**src/rtl/contador_bcd_display.sv**
```systemverilog
// Multi-digit BCD up/down counter with prescaled stepping and per-digit
// enables (optional leading-zero blanking) for a 7-segment converter stage.
module contador_bcd_display #(
    parameter int unsigned DIGITS   = 4,
    parameter int unsigned PRESCALE = 4
) (
    input  logic                  clk,
    input  logic                  reset_n,
    input  logic                  run,
    input  logic                  up,
    input  logic                  clear,
    input  logic                  load,
    input  logic [4*DIGITS-1:0]   load_value,
    input  logic                  blank_lz,
    output logic [4*DIGITS-1:0]   digits,
    output logic [DIGITS-1:0]     digit_en,
    output logic                  carry,
    output logic                  tick
);

    localparam int unsigned PW = (PRESCALE > 1) ? $clog2(PRESCALE) : 1;
    localparam logic [PW-1:0] PTOP = PW'(PRESCALE - 1);

    logic [PW-1:0]       presc_q, presc_d;
    logic [4*DIGITS-1:0] digits_q, digits_d;
    logic                carry_q, carry_d;
    logic                tick_q, tick_d;
    logic [4*DIGITS-1:0] stepped;
    logic [4*DIGITS-1:0] loaded;
    logic                wrap;
    logic                ripple;
    logic [3:0]          nib;
    logic                step;

    assign step = run && (presc_q == PTOP);

    // Ripple increment/decrement across digits; wrap is the carry/borrow out of the top digit
    always_comb begin
        stepped = digits_q;
        ripple  = 1'b1;
        nib     = 4'd0;
        for (int i = 0; i < int'(DIGITS); i++) begin
            nib = digits_q[4*i +: 4];
            if (ripple) begin
                if (up) begin
                    if (nib >= 4'd9) begin
                        stepped[4*i +: 4] = 4'd0;
                    end else begin
                        stepped[4*i +: 4] = nib + 4'd1;
                        ripple = 1'b0;
                    end
                end else begin
                    if (nib == 4'd0) begin
                        stepped[4*i +: 4] = 4'd9;
                    end else begin
                        stepped[4*i +: 4] = nib - 4'd1;
                        ripple = 1'b0;
                    end
                end
            end
        end
        wrap = ripple;
    end

    // Saturate out-of-range load fields to 9 so stored digits stay valid BCD
    always_comb begin
        loaded = load_value;
        for (int i = 0; i < int'(DIGITS); i++) begin
            if (load_value[4*i +: 4] > 4'd9) begin
                loaded[4*i +: 4] = 4'd9;
            end
        end
    end

    // Next-state selection: clear > load > step > hold
    always_comb begin
        presc_d  = presc_q;
        digits_d = digits_q;
        carry_d  = 1'b0;
        tick_d   = 1'b0;
        if (clear) begin
            presc_d  = '0;
            digits_d = '0;
        end else if (load) begin
            presc_d  = '0;
            digits_d = loaded;
        end else if (run) begin
            if (step) begin
                presc_d  = '0;
                digits_d = stepped;
                tick_d   = 1'b1;
                carry_d  = wrap;
            end else begin
                presc_d = presc_q + PW'(1);
            end
        end
    end

    // State registers with asynchronous active-low reset
    always_ff @(posedge clk or negedge reset_n) begin
        if (!reset_n) begin
            presc_q  <= '0;
            digits_q <= '0;
            carry_q  <= 1'b0;
            tick_q   <= 1'b0;
        end else begin
            presc_q  <= presc_d;
            digits_q <= digits_d;
            carry_q  <= carry_d;
            tick_q   <= tick_d;
        end
    end

    // A digit is enabled if blanking is off, it is digit 0, or it or any higher digit is nonzero
    always_comb begin
        logic nz;
        nz       = 1'b0;
        digit_en = '0;
        for (int i = int'(DIGITS) - 1; i >= 0; i--) begin
            nz          = nz || (digits_q[4*i +: 4] != 4'd0);
            digit_en[i] = !blank_lz || nz || (i == 0);
        end
    end

    assign digits = digits_q;
    assign carry  = carry_q;
    assign tick   = tick_q;

endmodule

```
**config.mk**
```make
export PLATFORM = sky130hd
export DESIGN_NAME = contador_bcd_display
export DESIGN_NICKNAME = d
export VERILOG_FILES = /design/src/rtl/contador_bcd_display.sv
export SDC_FILE = /design/constraint.sdc
export NUM_CORES = 1
export LEC_CHECK = 0
export BUFFER_PORTS_ARGS = -buffer_cell sky130_fd_sc_hd__clkbuf_2
export CORE_MARGIN = 10
export CORE_UTILIZATION = 45
export CTS_CLUSTER_SIZE = 40
export DETAILED_ROUTE_END_ITERATION = 7
export HOLD_SLACK_MARGIN = 0.02
export PLACE_DENSITY = 0.73
export RECOVER_POWER = 50
export REMOVE_ABC_BUFFERS = 1
export SYNTH_ARGS = -nofsm -noshare
export SYNTH_HDL_FRONTEND = slang
export SYNTH_SLANG_ARGS = --single-unit
```
**constraint.sdc**
```tcl
create_clock -name clk -period 2.65 [get_ports clk]
set_input_delay 0.795 -clock clk [delete_from_list [all_inputs] [get_ports clk]]
set_output_delay 0.795 -clock clk [all_outputs]
set_load 0.01 [all_outputs]
```
==> flow_metrics.env, run 1 <==
export IMPL_initial_core_util=0.459
export IMPL_use_met1=0.185
export IMPL_utilization=0.527
export IMPL_clock_skew_final_ps=10.1
export IMPL_fillers=409
export IMPL_worst_hold_slack_ps=540
export IMPL_critPathKind="register to output pin"
export IMPL_slowest_delay_ps=480
export IMPL_worstPathArrival_ps=1640
export IMPL_final_layout_size_suffix_gt1_frac=0.212
export IMPL_grt_use_met3=0.0347
export IMPL_ys_flop_type="dfrtp_1"
export IMPL_comb_power_share=0.339
export IMPL_syn_inst=238
export IMPL_cts_sinks=20
export IMPL_ys_warn_count=0
export IMPL_synth_top_area_share=0.254
export IMPL_dieArea_um2=7430
export IMPL_power_internal_uw=685
export IMPL_clkLatencyLatePin_ps=270
export IMPL_finalCritPeriodShare=0.920
export IMPL_cts_buffer_depth=2
export IMPL_use_met2=0.237
export IMPL_place_gp_congestion=0.856
export IMPL_io_buffers=43
export IMPL_ys_types=61
export IMPL_busiest_layer="met2"
export IMPL_p_seq_frac=0.360
export IMPL_async_flop_share=1.00
export IMPL_powerDensity_nw_per_um2=459
export IMPL_p_leak_uw=0.000974
export IMPL_end_kind="output pin"
export IMPL_outcome="completed"
export IMPL_grt_pass1_vias=1883
export IMPL_n_antenna_cell=0
export IMPL_slew_viol_final=0
export IMPL_cp_start_kind="register"
export IMPL_rows=24
export IMPL_fin_nets=311
export IMPL_synth_area_leaders="dfrtp_1 (25%), ha_1 (8.9%), a21oi_1 (4.3%)"
export IMPL_core_um2=4290
export IMPL_syn_area_um2=1970
export IMPL_slew_limit_headroom=0.242
export IMPL_finalHoldViolCount=0
export IMPL_rsz0062_at_grt="false"
export IMPL_worst_slew_pin_slew_ps=1140
export IMPL_area_growth_pct=14.7
export IMPL_multi_input_area_um2=1310
export IMPL_synth_common_cells="dfrtp_1 (20), nor2_1 (20), inv_1 (18)"
export IMPL_setup_tns_ps=0
export IMPL_globalRouteOverflowTotal=0
export IMPL_die_height_um=86.2
export IMPL_yosysTopAreaCell="dfrtp_1"
export IMPL_setup_viol=0
export IMPL_io_pins=45
export IMPL_syn_area_per_cell_um2=8.28
export IMPL_cp_max_fo=7
export IMPL_ys_ff_latch=20
export IMPL_viasPerCell=6.06
export IMPL_drv_cap=0
export IMPL_path_clk_slew_ps=90
export IMPL_ir_drop_mv=0.233
export IMPL_numCtsBuffers=3
export IMPL_dp_hpwl_um=3980
export IMPL_path_cells="inv_1 > ha_1 > nor3b_1 > nand4_1 > clkbuf_2"
export IMPL_drcViolationCount=0
export IMPL_clockPowerShare=0.301
export IMPL_htreeDepth=1
export IMPL_grt_antenna_before_repair=0
export IMPL_hp_class="register to register"
export IMPL_vias=1969
export IMPL_post_drt_wl_per_cell_um=16.2
export IMPL_wirelength_um=5250
export IMPL_first_iter_violations=67
export IMPL_layout_min_cycle_time_ps=2440
export IMPL_grt_use_total=0.143
export IMPL_cts_root_buf="clkbuf_8"
export IMPL_switching_share=0.340
export IMPL_critPathRequiredTime_ps=1860
export IMPL_switchingPower_uw=353
export IMPL_critPathSlowestCell="dfrtp_1"
export IMPL_hold_buffers=0
export IMPL_die_x_um=86.2
export IMPL_fmax_ghz=0.410
export IMPL_synth_edf_count=0
export IMPL_grt_pass1_wl_um=9070
export IMPL_first_pass_iters=4
export IMPL_tritoncts="done"
export IMPL_grt_max_degree=21
export IMPL_synth_seq_area_share=0.254
export IMPL_final_antenna_net_count=0
export IMPL_seqCellArea_um2=500
==> stage by stage <==
| stage | cells | area (um^2) | power (uW) | worst slack [ps] |
|---|---|---|---|---|
| 2_1_floorplan | 221 | 1880 | 603 | 499 |
| 3_3_place_gp | 321 | 2200 | 724 | 279 |
| 3_5_place_dp | 321 | 2200 | 730 | 178 |
| 4_1_cts | 325 | 2270 | 1050 | 154 |
| 5_1_grt | 325 | 2260 | 1100 | 74.3 |
| 6_report | 325 | 2260 | 1040 | 212 |
==> repair_timing <==
item                                    CTS  global route
resized for setup                         0             1
setup buffers                             0             0
endpoints found under the setup margin    0             1
==> cells by family after synthesis <==
| kind of cell | after synthesis | synth area share |
|---|---|---|
| AO/OA/AOI/OAI | 84 | 0.322 |
| XOR/XNOR | 4 | 0.0178 |
| adder cells (fa/ha/maj) | 14 | 0.0889 |
| buffers and inverters | 35 | 0.0806 |
| flip-flops | 20 | 0.254 |
| multiplexers | 4 | 0.0254 |
| other | 1 | 0.00190 |
| AND/OR/NAND/NOR | 76 | 0.210 |
==> flip-flops by register name, indices dropped and copies added, names as in the netlist <==
signal	cells
digits	16
carry	1
tick	1
presc_q	2
==> worst max-delay path: cells and delay by family, from the launching register on <==
kind | cells | cell delay (ps)
AND/OR/NAND/NOR | 2 | 390
adder cells (fa/ha/maj) | 1 | 240
buffers and inverters | 2 | 260
flip-flops | 1 | 480
==> routing by layer <==
| layer | share of wire | vias to the layer above |
|---|---|---|
| met5 | 0 | - |
| met3 | 0.059 | 4 |
| met1 | 0.43 | 939 |
| met2 | 0.50 | 65 |
| met4 | 0.0057 | 0 |
| li1 | - | 961 |
==> placed cells by master (no fill, tap or decap), types with 2 or more instances in the layout <==
cell type and n:
nand2b_1 7, o21a_1 2, nor3b_1 2, nand3_1 5, o21ai_0 11, clkbuf_8 3
xnor2_1 4, or3b_4 2, mux2_4 2, a311oi_1 2, nor2_1 20, nand4_1 2
a22o_1 4, clkbuf_1 8, a31oi_1 5, a311o_1 3, o21bai_1 4, clkbuf_2 35
nor3_1 6, a221oi_1 4, o31ai_1 2, inv_1 18, ha_1 13, a32oi_1 2
nor4b_1 2, nand2_1 16, a211o_1 2, mux2i_1 2, nor2b_1 3, o211ai_1 4
dfrtp_1 20, nor4_1 3, a21oi_1 17, buf_4 5, o22ai_1 5
==> power groups by stage <==
stage                     registers, uW  logic, uW  clock network (uW)
after floorplan                     379        224                   0
after global placement              379        345                   0
after detailed placement            379        351                   0
after CTS                           373        354                 318
after global routing                381        393                 326
final                               374        351                 313
==> layout make-up <==
cell class,instances,area share
clock inverters,1,0.0133
clock buffers,3,0.0183
repair buffers,48,0.107
inverters,18,0.0299
multi-input cells,183,0.581
well taps,52,0.0288
flip-flops and latches,20,0.221
==> path summary, 6_finish.rpt <==
check	start	to	slack, ps	depth (start not counted)
max in group asynchronous	reset_n	digits[8]	1240	1
setup reg to reg	digits[0]	digits[13]	330	7
hold / removal	presc_q[1]	presc_q[1]	540	2
hold reg to reg	presc_q[1]	presc_q[1]	540	2
setup / recovery	digits[5]	digit_en[1]	210	5
min in group asynchronous	reset_n	digits[2]	720	1
(Power assumes the default switching activity.)
==> run 2, diff against run 1 <==
Settings changed: PLACE_DENSITY 0.73 to 0.78.
==> flow_metrics.env, run 2 (synthesis gave the netlist of run 1 again) <==
export IMPL_final_common_cell="clkbuf_2"
export IMPL_setup_viol=0
export IMPL_p_seq_frac=0.356
export IMPL_final_cell_mix="clkbuf_2 (35), nor2_1 (20), dfrtp_1 (20)"
export IMPL_reg2reg_to="digits[15]"
export IMPL_io_buffers=43
export IMPL_critPathRequiredTime_ps=1860
export IMPL_fin_nets=311
export IMPL_die_height_um=86.2
export IMPL_ir_drop_mv=0.266
export IMPL_clockPowerShare=0.301
export IMPL_finalCritPeriodShare=0.953
export IMPL_htreeDepth=1
export IMPL_worst_slew_pin_slew_ps=1200
export IMPL_rrSetupSlack_ps=360
export IMPL_layout_min_cycle_time_ps=2530
export IMPL_grt_antenna_before_repair=0
export IMPL_place_gp_congestion=0.854
export IMPL_placed_area_um2=2210
export IMPL_post_drt_wl_per_cell_um=16.7
export IMPL_setup_tns_ps=0
export IMPL_utilization=0.528
export IMPL_cts_sinks=20
export IMPL_critPathKind="register to output pin"
export IMPL_initial_core_util=0.459
export IMPL_multi_input_area_um2=1310
export IMPL_cp_max_fo=9
export IMPL_comb_power_share=0.343
export IMPL_cts_buffer_depth=2
export IMPL_largest_reg_flops=16
export IMPL_fillers=422
export IMPL_outcome="completed"
export IMPL_io_pins=45
export IMPL_viasPerCell=6.06
export IMPL_wirelength_um=5420
export IMPL_slew_limit_headroom=0.198
export IMPL_dp_hpwl_um=3990
export IMPL_grt_use_total=0.141
export IMPL_finalHoldViolCount=0
export IMPL_clock_skew_final_ps=4.65
export IMPL_post_cts_buffers=0
export IMPL_vias=1968
export IMPL_grt_max_degree=37
export IMPL_hp_class="register to register"
export IMPL_hold_buffers=0
export IMPL_clkLatencyLatePin_ps=260
export IMPL_min_delay_start="presc_q[1]"
export IMPL_cts_root_buf="clkbuf_8"
export IMPL_worst_hold_slack_ps=556
export IMPL_rsz0062_at_grt="false"
export IMPL_first_pass_iters=5
export IMPL_seqCellArea_um2=500
export IMPL_r2r_worst_path_cells=7
export IMPL_p_leak_uw=0.000977
export IMPL_n_antenna_cell=0
export IMPL_fmax_ghz=0.396
export IMPL_path_clk_slew_ps=80
export IMPL_slew_viol_final=0
export IMPL_area_growth_pct=15.0
export IMPL_fin_area_um2=2270
export IMPL_rows=24
export IMPL_end_kind="output pin"
export IMPL_final_antenna_net_count=0
export IMPL_core_um2=4290
export IMPL_grt_pass1_wl_um=8950
export IMPL_globalRouteOverflowTotal=0
export IMPL_ctsResizeCount=0
export IMPL_switchingPower_uw=359
export IMPL_grt_pass1_vias=1874
export IMPL_drv_cap=0
export IMPL_final_layout_size_suffix_gt1_frac=0.205
export IMPL_numCtsBuffers=3
export IMPL_drcViolationCount=0
export IMPL_power_internal_uw=686
export IMPL_powerDensity_nw_per_um2=461
export IMPL_cp_start_kind="register"
export IMPL_worstPathArrival_ps=1730
export IMPL_dieArea_um2=7430
export IMPL_die_x_um=86.2
export IMPL_min_path_cells=2
export IMPL_r2r_start="digits[8]"
export IMPL_tritoncts="done"
export IMPL_worstHoldEndpoint="presc_q[1]"
export IMPL_first_iter_violations=129
export IMPL_switching_share=0.344
export IMPL_total_power_uw=1050
==> run 2: cell types whose count changed in the layout (fill, tap and decap cells not counted), sizes merged <==
cell    delta
clkbuf     +1
buf        -1
==> run 2: through the flow <==
stage,setup WS (ps),instances
CTS,148,325
finish,124,325
global route,36.5,325
detailed placement,215,321
floorplan,499,221
global placement,292,321
==> run 2: worst max path at each step <==
stage / startpoint / endpoint / cells after the start / slack, ps
after detailed placement: up / digits[15] / 6 / 210
final: digits[8] / digit_en[1] / 6 / 120
after floorplan: up / digits[13] / 5 / 500
after global routing: digits[8] / digit_en[1] / 6 / 40
after CTS: digits[8] / digit_en[1] / 6 / 150
after global placement: up / digits[13] / 6 / 290
==> run 2: layer usage <==
layer | vias up | part of all wire | global-route usage
met5 | - | 0 | 0
met4 | 0 | 0.0065 | 0.0250
met3 | 4 | 0.090 | 0.0394
met2 | 88 | 0.48 | 0.238
met1 | 919 | 0.42 | 0.177
li1 | 957 | - | -
==> run 2: cell type report <==
class	count	share of cell area
Clock buffer	3	0.0182
Clock inverter	1	0.0132
Inverter	18	0.0298
Multi-Input combinational cell	183	0.578
Sequential cell	20	0.221
Tap cell	52	0.0287
Timing Repair Buffer	48	0.111
==> run 2: power groups by stage <==
| stage | Clock (uW) | Combinational (uW) | Sequential, uW |
|---|---|---|---|
| floorplan | 0 | 224 | 379 |
| global placement | 0 | 350 | 376 |
| detailed placement | 0 | 358 | 377 |
| CTS | 321 | 361 | 372 |
| global route | 333 | 397 | 378 |
| finish | 315 | 358 | 373 |
==> run 2: worst max-delay path, stage by stage, from the launching register on <==
cell      delay (ps)
dfrtp_1          480
inv_1            110
ha_1             300
nand2b_1         110
nor2_1           190
nand4_1          120
clkbuf_2         150
